<file path="config.mk">
export PLATFORM = sky130hd
export DESIGN_NAME = sdram_arbiter
export DESIGN_NICKNAME = d
export VERILOG_FILES = /design/src/rtl/sdram_arbiter.sv
export SDC_FILE = /design/constraint.sdc
export NUM_CORES = 1
export LEC_CHECK = 0
export BUFFER_PORTS_ARGS = -buffer_cell sky130_fd_sc_hd__buf_2
export CORE_MARGIN = 1.5
export CORE_UTILIZATION = 35
export CTS_BUF_LIST = sky130_fd_sc_hd__clkbuf_4
export DETAILED_ROUTE_END_ITERATION = 12
export MAX_ROUTING_LAYER = met4
export PLACE_DENSITY = 0.73
export SETUP_SLACK_MARGIN = 0.02
export SYNTH_ARGS = -nofsm -noshare
export SYNTH_HDL_FRONTEND = slang
export SYNTH_SLANG_ARGS = --single-unit
</file>
<file path="constraint.sdc">
create_clock -name clk -period 2.7 [get_ports clk]
set_input_delay 0.135 -clock clk [delete_from_list [all_inputs] [get_ports clk]]
set_output_delay 0.135 -clock clk [all_outputs]
set_load 0.03 [all_outputs]
</file>
<file path="src/rtl/sdram_arbiter.sv">
// Shares one SDRAM controller port between the ROM download writer and NUM_PORTS
// round-robin read requesters, with a single transaction in flight.
module sdram_arbiter #(
    parameter int NUM_PORTS  = 4,
    parameter int ADDR_WIDTH = 23,
    parameter int DATA_WIDTH = 32
) (
    input  logic                            clk,
    input  logic                            reset,
    input  logic                            ioctl_download,
    input  logic                            wr_req,
    input  logic [ADDR_WIDTH-1:0]           wr_addr,
    input  logic [DATA_WIDTH-1:0]           wr_data,
    output logic                            wr_ack,
    input  logic [NUM_PORTS-1:0]            rd_req,
    input  logic [NUM_PORTS*ADDR_WIDTH-1:0] rd_addr,
    output logic [NUM_PORTS-1:0]            rd_ack,
    output logic [NUM_PORTS-1:0]            rd_valid,
    output logic [DATA_WIDTH-1:0]           rd_q,
    output logic [ADDR_WIDTH-1:0]           sdram_addr,
    output logic [DATA_WIDTH-1:0]           sdram_data,
    output logic                            sdram_we,
    output logic                            sdram_req,
    input  logic                            sdram_ack,
    input  logic                            sdram_valid,
    input  logic [DATA_WIDTH-1:0]           sdram_q
);

    localparam int IDX_W = (NUM_PORTS > 1) ? $clog2(NUM_PORTS) : 1;
    localparam logic [IDX_W-1:0] LAST_IDX = IDX_W'(NUM_PORTS - 1);

    typedef enum logic [1:0] {
        S_IDLE = 2'd0,
        S_REQ  = 2'd1,
        S_WAIT = 2'd2
    } state_t;

    state_t                 r_state;
    logic                   r_owner_wr;
    logic [IDX_W-1:0]       r_owner;
    logic [IDX_W-1:0]       r_rr_ptr;

    logic                   w_found;
    logic [IDX_W-1:0]       w_grant_idx;
    logic [ADDR_WIDTH-1:0]  w_addr_arr [NUM_PORTS];
    logic                   w_in_req;
    logic                   w_in_wait;

    // Unpack the per-port read addresses.
    always_comb begin
        for (int i = 0; i < NUM_PORTS; i++) begin
            w_addr_arr[i] = rd_addr[i*ADDR_WIDTH +: ADDR_WIDTH];
        end
    end

    // Round-robin scan from rr_ptr+1; scanning downward lets the nearest request win.
    always_comb begin
        logic [IDX_W-1:0] w_scan;
        w_found     = 1'b0;
        w_grant_idx = r_rr_ptr;
        w_scan      = r_rr_ptr;
        for (int k = NUM_PORTS; k >= 1; k--) begin
            w_scan      = IDX_W'((int'(r_rr_ptr) + k) % NUM_PORTS);
            w_found     = w_found | rd_req[w_scan];
            w_grant_idx = rd_req[w_scan] ? w_scan : w_grant_idx;
        end
    end

    assign w_in_req  = (r_state == S_REQ);
    assign w_in_wait = (r_state == S_WAIT);
    assign rd_q      = sdram_q;

    // Controller responses reach only the current owner, and only in the matching state.
    always_comb begin
        wr_ack   = sdram_ack & w_in_req & r_owner_wr;
        rd_ack   = '0;
        rd_valid = '0;
        for (int i = 0; i < NUM_PORTS; i++) begin
            rd_ack[i]   = sdram_ack   & w_in_req  & ~r_owner_wr & (r_owner == IDX_W'(i));
            rd_valid[i] = sdram_valid & w_in_wait & ~r_owner_wr & (r_owner == IDX_W'(i));
        end
    end

    // Transaction FSM; a grant is committed until ack (write) or valid (read).
    always_ff @(posedge clk or posedge reset) begin
        if (reset) begin
            r_state    <= S_IDLE;
            r_owner_wr <= 1'b0;
            r_owner    <= '0;
            r_rr_ptr   <= LAST_IDX;
            sdram_req  <= 1'b0;
            sdram_we   <= 1'b0;
            sdram_addr <= '0;
            sdram_data <= '0;
        end else begin
            case (r_state)
                S_IDLE: begin
                    if (ioctl_download) begin
                        if (wr_req) begin
                            sdram_addr <= wr_addr;
                            sdram_data <= wr_data;
                            sdram_we   <= 1'b1;
                            sdram_req  <= 1'b1;
                            r_owner_wr <= 1'b1;
                            r_state    <= S_REQ;
                        end
                    end else if (w_found) begin
                        sdram_addr <= w_addr_arr[w_grant_idx];
                        sdram_we   <= 1'b0;
                        sdram_req  <= 1'b1;
                        r_owner_wr <= 1'b0;
                        r_owner    <= w_grant_idx;
                        r_rr_ptr   <= w_grant_idx;
                        r_state    <= S_REQ;
                    end
                end
                S_REQ: begin
                    if (sdram_ack) begin
                        sdram_req <= 1'b0;
                        r_state   <= r_owner_wr ? S_IDLE : S_WAIT;
                    end
                end
                S_WAIT: begin
                    if (sdram_valid) begin
                        r_state <= S_IDLE;
                    end
                end
                default: begin
                    sdram_req <= 1'b0;
                    r_state   <= S_IDLE;
                end
            endcase
        end
    end

endmodule

</file>
==> metrics.md, run 1 <==
| Metric | Value |
|---|---|
| Element type at the critical path start | flip-flop |
| Placed instance count | 810 |
| Worst Hold Path Cells | 4 |
| P_leak | approximately 2.9 nW |
| Chip Height | 111 um |
| Chip width | roughly 110 um |
| Layout cell share with drive strength beyond 1 | 0.404 |
| Post-detail-place hpwl | between 10000 and 15000 um |
| Area leader, netlist | dfrtp_1 |
| Max Freq | about 0.45 GHz |
| Post-synthesis async set-or-reset flop share | 1.00 |
| Total routed wirelength | 14600 um |
| Seq cells post-synth | 63 |
| Clock-pin slew reported for the worst setup and hold paths after clock tree synthesis | between 0.1 and 0.15 ns |
| Initial DRT Pass Iterations | 5 |
| Count of synthesis-stage warnings from yosys | 0 |
| Most frequent cell on the critical path | or2_2 |
| Clock buffer depth | 2 |
| Clk_skew | 0.0251 ns |
| Die Area | ~0.012 mm^2 |
| Standard-cell rows | 39 |
| Leading cell types by total area after synthesis | dfrtp_1 37%, nand2_1 11%, a221oi_2 6.6%, o21ai_0 6.0%, buf_4 5.9% |
| Number of enable flip-flop cells after synthesis | 0 |
| Number of global-route vias before repair | 4675 |
| Maximum fanout encountered on the critical timing path | 55 |
| Slew at the pin with the worst max-slew slack | 1.07 ns |
| Synthesized net count | 685 |
| Max-slew violation total from the final report | 0 |
| Share of Yosys cell area claimed by the top area cell type | 0.374 |
| Vias | 4443 |
| Final cell count without fillers | 862 |
| Number of buffers inserted during clock tree synthesis | 9 |
| Area inside the core boundary | ~0.011 mm^2 |
| Cell at the slowest stage of the critical path | or2_2 |
| Number of violations of the max-capacitance limit | 0 |
| Setup TNS | 0 ns |
| Routability cong. | 0.821 |
| Most numerous cell types in the synthesized netlist | 124 x nand2_1, 61 x dfrtp_1, 49 x o21ai_0, 34 x nor2_1, 32 x buf_4 |
| Worst Path Arrival | 2.52 ns |
| Initial standard-cell utilization of the core | 0.359 |
| Class of the most critical hold timing path | input port to flip-flop |
| Wire length of the first global-routing pass | 23200 um |
| Gate count of the mapped netlist | around 500 |
| Leading cell type by number of instances after synthesis | nand2_1 |
| Number of DRC violations after detailed-routing iteration 0 | 294 |
| Detail Route Antenna Nets | 0 |
| Routed len/inst | 16.9 um |
| Synth cell types | 37 |
| Antenna violations before repair | 2 |
| Relative slew slack | 0.287 |
| Ratio of total power to cell area | 1040 mW/mm^2 |
| Path type of the worst setup path | flip-flop to flip-flop |
| Time the final worst path needs with I/O delays and setup | 2.21 ns |
| Clock root buffer | clkbuf_4 |
| Number of failing hold endpoints at the final stage | 0 |
| Synthesis-to-layout area growth | 38.3% |
| Nets | 901 |
| Routed via count divided by cell count | 5.15 |
| Post-Syn Area | around 0.0041 mm^2 |
| Final setup vio count | 0 |
| Top flip-flop cell by instance count after synthesis | dfrtp_1 |
| Sequential cell area fraction in the yosys report | 0.387 |
| Path depth of the worst reg2reg path | 4 |
| Highest cell delay on the worst timing path | 0.86 ns |
| Maximum number of pins on one net before global-route repair | 56 |
| Count of unresolved DRC violations after routing | 0 |
| H-tree Lvls | 3 |
| Crit end category | flip-flop |
| Port-buffer cells | 222 |
| Share of the clock period used by the worst path | 0.818 |
| Later-pin clock latency in the skew report | 0.42 ns |
| CTS tree | done |
| Result of the run | completed |
| Post-Synthesis Mean Instance Area | around 8.2 um^2 |
| Worst hold slack across all endpoints | 0.0392 ns |
| Number of sinks on the clock net | 63 |
| Unrepaired setup endpoints after global routing | no |
| Cells along the critical path | or2_2 -> or2_2 -> o21ai_0 -> a221oi_2 |
| I/O pin total | 287 |
| Data required time of the critical path | 3.01 ns |
| GRT overflow | 0 |
| Total global routing track utilization | 0.244 |
| VDD IR-drop max | approximately 0.00056 V |
stage by stage:
stage | power, mW | worst slack [ns] | util | instance area (um^2)
2_1_floorplan | 4.16 | 0.792 | - | 4080
3_3_place_gp | 5.09 | 0.583 | 0.453 | 5150
3_5_place_dp | 5.15 | 0.550 | 0.453 | 5150
4_1_cts | 5.89 | 0.504 | 0.495 | 5630
5_1_grt | 6.27 | 0.248 | 0.496 | 5640
6_report | 5.87 | 0.491 | 0.496 | 5640
cell usage in the layout, fill, tap and decap left out, types with 2 or more instances in the layout:
cell type	instances
dlygate4sd3_1	34
inv_1	6
nand2b_1	2
o21a_1	3
or3_1	2
a31oi_1	22
o21ai_0	48
diode_2	2
clkinv_2	2
a21oi_1	5
a221oi_1	4
clkinvlp_4	2
or2_2	4
clkbuf_4	9
nor3_1	4
nand2_1	124
a221oi_2	18
nor4_1	22
dfrtp_1	61
nor2_1	33
dfstp_2	2
buf_4	16
nor2b_1	5
buf_12	2
nor3_2	2
mux2i_1	22
buf_2	222
and2_1	22
path summary, 6_finish.rpt:
check                      slack [ns]        endpoint            from
setup / recovery                 0.49   sdram_addr[6]      r_state[1]
hold / removal                   0.04      r_state[0]       sdram_ack
setup reg to reg                 0.49   sdram_addr[6]      r_state[1]
hold reg to reg                  0.48  sdram_data[14]  sdram_data[14]
max in group asynchronous        1.65     r_rr_ptr[0]           reset
min in group asynchronous        0.37  sdram_data[28]           reset
layer usage:
layer | global-route usage | up-vias | part of all wire
met5 | - | - | 0
met2 | 0.429 | 214 | 0.51
li1 | - | 2126 | -
met3 | 0.0623 | 28 | 0.077
met4 | 0.0863 | 0 | 0.016
met1 | 0.268 | 2075 | 0.40
logic make-up (layout without fill, tap and decap cells):
kind of cell	count (synthesis)	after routing	synth area share
compound gates	108	108	0.196
buf+inv	76	297	0.105
flops	63	63	0.387
mux	22	22	0.0540
other cells	0	2	0
simple gates	227	227	0.258
worst max-delay path: cells and delay by family (launching register included):
family	cells	cell delay, ns
AOI/OAI and AO/OA	2	0.52
DFF	1	0.45
and+or+nand+nor	2	1.10
layout make-up:
type | count | area [um^2]
fillers | 1091 | 5730
multi-input cells | 357 | 2100
repair buffers | 274 | 1610
flip-flops and latches | 63 | 1580
well taps | 143 | 179
clock inverters | 7 | 72.6
clock buffers | 9 | 67.6
inverters | 7 | 26.3
diodes | 2 | 5.00
sequential cells by signal (all words and copies together) (netlist names):
name / count
sdram_addr: 23
r_state: 2
sdram_req: 1
r_rr_ptr: 2
r_owner_wr: 1
r_owner: 2
sdram_data: 32
what timing repair did:
action / 4_1_cts / 5_1_grt
hold endpoints to repair: 65 / 0
setup buffers: 0 / 0
resized for setup: 0 / 0
hold buffers: 34 / 0
setup endpoints to repair: 0 / 0
where the power goes:
group          internal [mW]  total, mW  leakage (nW)  switching [mW]
clock                  0.283      0.688        0.0723           0.405
combinational           1.23       3.48          2.05            2.25
sequential              1.41       1.71         0.746           0.295
No activity file was read; power rests on OpenSTA's default activity.
==> run 2, diff against run 1 <==
- PLACE_DENSITY: 0.73 -> 0.76
- clock period: 2.7 -> 1.85 ns (I/O delays scaled with it)
==> metrics.md, run 2 (same netlist as run 1, synthesis figures left out) <==
| Metric | Value |
|---|---|
| Max-slew violation total from the final report | 0 (unchanged) |
| Number of global-route vias before repair | 5074 (+8.5%) |
| Number of buffers inserted during clock tree synthesis | 9 (unchanged) |
| Worst path setup slack after routing | -0.162 ns (-0.652 ns) |
| Highest cell delay on the worst timing path | 0.57 ns (-0.29 ns) |
| Max FFs per register | 32 (unchanged) |
| Initial DRT Pass Iterations | 5 (unchanged) |
| Share of the clock period used by the worst path | 1.09 (+0.269) |
| Clock-pin slew reported for the worst setup and hold paths after clock tree synthesis | 0.13 ns (about the same) |
| Synthesis-to-layout area growth | 67.8% |
| Clock buffer depth | 2 (unchanged) |
| Clock root buffer | clkbuf_4 |
| Antenna violations before repair | 1 (-1) |
| Class of the most critical hold timing path | input port to flip-flop |
| Crit end category | flip-flop |
| CTS tree | done |
| Max Freq | 0.497 GHz (+9.8%) |
| Result of the run | finished with violations |
| Maximum number of pins on one net before global-route repair | 64 (+14%) |
| Chip width | 111 um (unchanged) |
| P_leak | 3.21 nW (+12%) |
| Leading cell type in the layout, fill and taps excluded | buf_2 |
| Unrepaired setup endpoints after global routing | yes |
| Nets | 952 (+5.7%) |
| Final setup vio count | 24 (+24) |
| Maximum fanout encountered on the critical timing path | 11 (-80%) |
| Die Area | 0.0123 mm^2 (unchanged) |
| VDD IR-drop max | 0.000853 V (+51%) |
| Clk_skew | 0.0211 ns (-0.00392 ns) |
| Final cell count without fillers | 912 (+5.8%) |
| Worst Setup Slack post-DPL | -0.371 ns (-0.921 ns) |
| Largest registers | sdram_data: 32 flops, sdram_addr: 23 flops |
| Initial standard-cell utilization of the core | 0.359 (unchanged) |
| Detail Route Antenna Nets | 0 (unchanged) |
| Total global routing track utilization | 0.267 (+0.0229) |
| Routed via count divided by cell count | 5.43 (+5.4%) |
| Setup TNS | -1.85 ns (-1.85 ns) |
| Worst Hold Path Cells | 3 (-1) |
| GRT overflow | 0 (unchanged) |
| Ratio of total power to cell area | 1470 mW/mm^2 (+41%) |
| Reg-to-reg setup timing slack | -0.16 ns (-0.65 ns) |
| H-tree Lvls | 3 (unchanged) |
| Port-buffer cells | 222 (unchanged) |
| Number of sinks on the clock net | 63 (unchanged) |
| Number of violations of the max-capacitance limit | 0 (unchanged) |
| Most frequent cells in the layout | 214 x buf_2, 124 x nand2_1, 61 x dfrtp_1 |
| Later-pin clock latency in the skew report | 0.43 ns (about the same) |
| Worst hold slack across all endpoints | 0.0304 ns (-0.00881 ns) |
| Time the final worst path needs with I/O delays and setup | 2.01 ns (-0.198 ns) |
| Total power | 10.1 mW (+72%) |
| Chip Height | 111 um (unchanged) |
| Register ranked first by flip-flop count | sdram_data |
| Routed len/inst | 18.8 um (+11%) |
| Wire length of the first global-routing pass | 25400 um (+9.9%) |
| Slew at the pin with the worst max-slew slack | 0.500 ns (-0.570 ns) |
| Final Core Density | 0.602 (+0.106) |
| Cells along the critical path | nor2b_2 -> buf_4 -> o21a_4 -> or3_4 -> buf_12 -> a211o_1 -> o221a_2 |
| Total routed wirelength | 17100 um (+17%) |
| Area inside the core boundary | 0.0114 mm^2 (unchanged) |
| Relative slew slack | 0.664 (+0.377) |
| Violations in the final reports | setup timing |
| Routability cong. | 0.834 (+1.7%) |
| Number of failing hold endpoints at the final stage | 0 (unchanged) |
| Path type of the worst setup path | flip-flop to flip-flop |
| Placed instance count | 825 (+1.9%) |
| Number of DRC violations after detailed-routing iteration 0 | 327 (+11%) |
| Count of unresolved DRC violations after routing | 0 (unchanged) |
| I/O pin total | 287 (unchanged) |
| Post-detail-place hpwl | 10100 um (-2.0%) |
| Cell at the slowest stage of the critical path | dfstp_2 |
| Path depth of the worst reg2reg path | 7 (+3) |
| Final instance area | 0.00684 mm^2 (+21%) |
| Post-Place Cell Area | 0.00533 mm^2 (+3.4%) |
| Layout cell share with drive strength beyond 1 | 0.503 (+0.0981) |
| Standard-cell rows | 39 (unchanged) |
| Worst Path Arrival | 2.35 ns (-0.17 ns) |
| Vias | 4956 (+12%) |
| Element type at the critical path start | flip-flop |
| Data required time of the critical path | 2.19 ns (-0.82 ns) |
[run 2: cell count changes in the layout (fill, tap and decap cells not counted), sizes merged]
cell / before / now
o21ai: 49 / 51
dlygate4sd3: 34 / 55
inv: 8 / 10
clkbuf: 9 / 10
bufinv: 1 / 0
clkinv: 3 / 2
buf: 240 / 267
diode: 2 / 1
[run 2: final cells by class]
class | count | area [um^2]
Multi-Input combinational cell | 359 | 2710
Clock buffer | 9 | 67.6
Clock inverter | 7 | 55.1
Antenna cell | 1 | 2.50
Fill cell | 939 | 4530
Sequential cell | 63 | 1580
Inverter | 7 | 26.3
Timing Repair Buffer | 323 | 2220
Tap cell | 143 | 179
[run 2: final timing paths]
| kind | from | end |
|---|---|---|
| setup reg to reg | r_rr_ptr[0] | sdram_addr[22] |
| hold / removal | rd_addr[45] | sdram_addr[22] |
| hold reg to reg | sdram_data[15] | sdram_data[15] |
| max in group asynchronous | reset | r_rr_ptr[0] |
| min in group asynchronous | reset | sdram_data[6] |
| setup / recovery | r_rr_ptr[0] | sdram_addr[22] |
[run 2: timing repair]
item,CTS,global route
cloned,2,2
setup endpoints to repair,30,31
hold buffers,55,0
pin swaps,13,17
hold endpoints to repair,107,0
buffers inserted,9,2
gates resized for setup,59,74
[run 2: metal layers]
layer,share of wire,global-route usage,up-vias
li1,-,-,2241
met2,0.51,0.463,306
met3,0.080,0.0683,41
met1,0.38,0.298,2368
met4,0.025,0.0966,0
met5,0,-,-
[run 2: power breakdown]
part / switching, mW / total [mW] / leakage (nW) / internal [mW]
combinational: 3.99 / 6.67 / 2.40 / 2.67
clock: 0.622 / 0.911 / 0.0633 / 0.289
sequential: 0.436 / 2.50 / 0.746 / 2.06
total: 5.05 / 10.1 / 3.21 / 5.02
[run 2: worst max-delay path, delay by kind of cell (launching register included)]
kind	cells	cell delay, ns
buf+inv	2	0.30
simple gates	2	0.46
flops	1	0.57
compound gates	3	0.57
==> run 3, diff against run 2 <==
- PLACE_DENSITY: 0.76 -> 0.73
- clock period: 1.85 -> 1.9 ns (I/O delays scaled with it)
==> metrics.md, run 3 (same netlist as run 1, synthesis figures left out) <==
| Metric | Value |
|---|---|
| Result of the run | finished with violations |
| Violations in the final reports | setup timing |
| Path type of the worst setup path | flip-flop to flip-flop |
| Total global routing track utilization | 0.248 (-0.0189) |
| Share of the clock period used by the worst path | 1.00 (-0.0827) |
| Post-Place Cell Area | 0.00528 mm^2 (-0.99%) |
| Number of failing hold endpoints at the final stage | 0 (unchanged) |
| Cell internal power dissipation | 4.73 mW (-5.8%) |
| Maximum fanout encountered on the critical timing path | 6 (-5) |
| Worst Setup Slack post-DPL | -0.0470 ns (+0.324 ns) |
| Worst path setup slack after routing | -0.00867 ns (+0.153 ns) |
| Setup TNS | -0.00873 ns (+1.84 ns) |
| Number of violations of the max-capacitance limit | 0 (unchanged) |
| Count of unresolved DRC violations after routing | 0 (unchanged) |
| Cells along the critical path | nor2b_2 -> o21a_2 -> buf_12 -> nor3_4 -> buf_6 -> buf_12 -> mux2i_4 -> a221oi_2 |
| Layout cell share with drive strength beyond 1 | 0.460 (-0.0422) |
| Clock buffer depth | 2 (unchanged) |
| # fillers | 1008 (+7.3%) |
| Nets | 929 (-2.4%) |
| Switching fraction of total power | 0.485 (-0.0163) |
| CTS tree | done |
| Unrepaired setup endpoints after global routing | yes |
| Standard-cell rows | 39 (unchanged) |
| Initial DRT Pass Iterations | 5 (unchanged) |
| Max Freq | 0.524 GHz (+5.4%) |
| GRT overflow | 0 (unchanged) |
| Maximum number of pins on one net before global-route repair | 42 (-34%) |
| Final cell count without fillers | 889 (-2.5%) |
| H-tree Lvls | 3 (unchanged) |
| Wire length of the first global-routing pass | 23700 um (-7.0%) |
| Element type at the critical path start | flip-flop |
| Port-buffer cells | 222 (unchanged) |
| Final Core Density | 0.550 (-0.0519) |
| Chip width | 111 um (unchanged) |
| Total routed wirelength | 15500 um (-9.7%) |
| Crit end category | flip-flop |
| Placed instance count | 823 (-0.24%) |
| Synthesis-to-layout area growth | 53.4% |
| Combined area of the multi-input logic cells | 0.00236 mm^2 (-13%) |
| Worst hold slack across all endpoints | 0.0209 ns (-0.00944 ns) |
| Routed via count divided by cell count | 5.29 (-2.7%) |
| Total power | 9.19 mW (-8.8%) |
| Clock root buffer | clkbuf_4 |
| Vias | 4702 (-5.1%) |
| Cell at the slowest stage of the critical path | dfstp_2 |
| Number of global-route vias before repair | 4774 (-5.9%) |
| Clock-pin slew reported for the worst setup and hold paths after clock tree synthesis | 0.14 ns (about the same) |
| Final instance area | 0.00625 mm^2 (-8.6%) |
| Later-pin clock latency in the skew report | 0.43 ns (about the same) |
| Most frequent cell on the critical path | buf_12 |
| Combinational fraction of design power | 0.612 (-0.050) |
| Register share of total power | 0.263 (+0.015) |
| Worst Path Arrival | 2.21 ns (-0.14 ns) |
| Clock share of power | 0.125 (+0.035) |
| Die Area | 0.0123 mm^2 (unchanged) |
| Largest registers | sdram_data: 32 flops, sdram_addr: 23 flops |
| I/O pin total | 287 (unchanged) |
| Most frequent cells in the layout | 216 x buf_2, 124 x nand2_1, 61 x dfrtp_1 |
| Routed len/inst | 17.4 um (-7.4%) |
| Switching component of the power | 4.46 mW (-12%) |
| VDD IR-drop max | 0.000832 V (-2.4%) |
| Routability cong. | 0.856 (+2.6%) |
| Leading cell type in the layout, fill and taps excluded | buf_2 |
| Data required time of the critical path | 2.20 ns (about the same) |
| Max FFs per register | 32 (unchanged) |
| Final setup vio count | 2 (-92%) |
| Number of sinks on the clock net | 63 (unchanged) |
| P_leak | 3.07 nW (-4.3%) |
| Time the final worst path needs with I/O delays and setup | 1.91 ns (-0.103 ns) |
| Area inside the core boundary | 0.0114 mm^2 (unchanged) |
| Highest cell delay on the worst timing path | 0.58 ns (about the same) |
| Initial standard-cell utilization of the core | 0.359 (unchanged) |
| Clk_skew | 0.0181 ns (-0.00300 ns) |
| Register ranked first by flip-flop count | sdram_data |
| Register cell area after layout | 0.00158 mm^2 (unchanged) |
| Relative slew slack | 0.770 (+0.106) |
| Post-detail-place hpwl | 10500 um (+4.7%) |
| Detail Route Antenna Nets | 0 (unchanged) |
| Number of buffers inserted during clock tree synthesis | 9 (unchanged) |
| Ratio of total power to cell area | 1470 mW/mm^2 (-0.14%) |
| Max-slew violation total from the final report | 0 (unchanged) |
| Class of the most critical hold timing path | input port to flip-flop |
| Slew at the pin with the worst max-slew slack | 0.344 ns (-0.156 ns) |
| Number of DRC violations after detailed-routing iteration 0 | 251 (-23%) |
| Chip Height | 111 um (unchanged) |
| Antenna violations before repair | 1 (unchanged) |
run 3: changes by cell type in the layout (fill, tap and decap cells not counted), sizes merged:
cell / delta
o21ai: -2
clkinvlp: -2
dlygate4sd3: -11
bufinv: +2
buf: -10
run 3: path summary, 6_finish.rpt:
| check | start | to | slack [ns] | cells past startpoint |
|---|---|---|---|---|
| min | rd_addr[34] | sdram_addr[11] | 0.02 | 3 |
| max in group asynchronous | reset | sdram_data[24] | 1.35 | 4 |
| min reg2reg | sdram_data[10] | sdram_data[10] | 0.48 | 2 |
| min in group asynchronous | reset | sdram_addr[5] | 0.23 | 4 |
| max reg2reg | r_rr_ptr[0] | sdram_addr[4] | -0.009 | 8 |
| max | r_rr_ptr[0] | sdram_addr[4] | -0.009 | 8 |
run 3: final cells by class:
cell class,count,share of cell area
multi-input cells,357,0.377
repair buffers,302,0.310
flip-flops and latches,63,0.253
well taps,143,0.0286
clock inverters,7,0.0166
clock buffers,9,0.0108
inverters,7,0.00420
diodes,1,0.000400
run 3: critical path: cells and delay by family (launching register included):
family,cells,cell delay (ns)
flops,1,0.58
mux,1,0.24
simple gates,2,0.22
buf+inv,3,0.43
compound gates,2,0.32
run 3: power by group through the flow:
stage | Sequential (mW) | Clock [mW] | Combinational [mW]
floorplan | 3.54 | 0 | 2.39
CTS | 2.39 | 1.20 | 5.31
global placement | 2.41 | 0 | 4.94
finish | 2.41 | 1.15 | 5.63
global route | 2.49 | 1.26 | 6.03
detailed placement | 2.39 | 0 | 5.03
run 3: repair_timing:
item,CTS,global route
pin swaps,10,3
setup endpoints to repair,24,28
gates resized for setup,17,44
hold buffers,41,3
hold endpoints to repair,102,3
setup buffers,4,2
gates cloned,1,1
run 3: routing by layer:
metal / track usage / up-vias / routed length (um) / share of wire
li1: - / 2197 / - / -
met1: 0.282 / 2202 / 6100 / 0.39
met2: 0.425 / 265 / 7710 / 0.50
met3: 0.0634 / 38 / 1280 / 0.083
met4: 0.0880 / 0 / 386 / 0.025
met5: - / - / 0 / 0
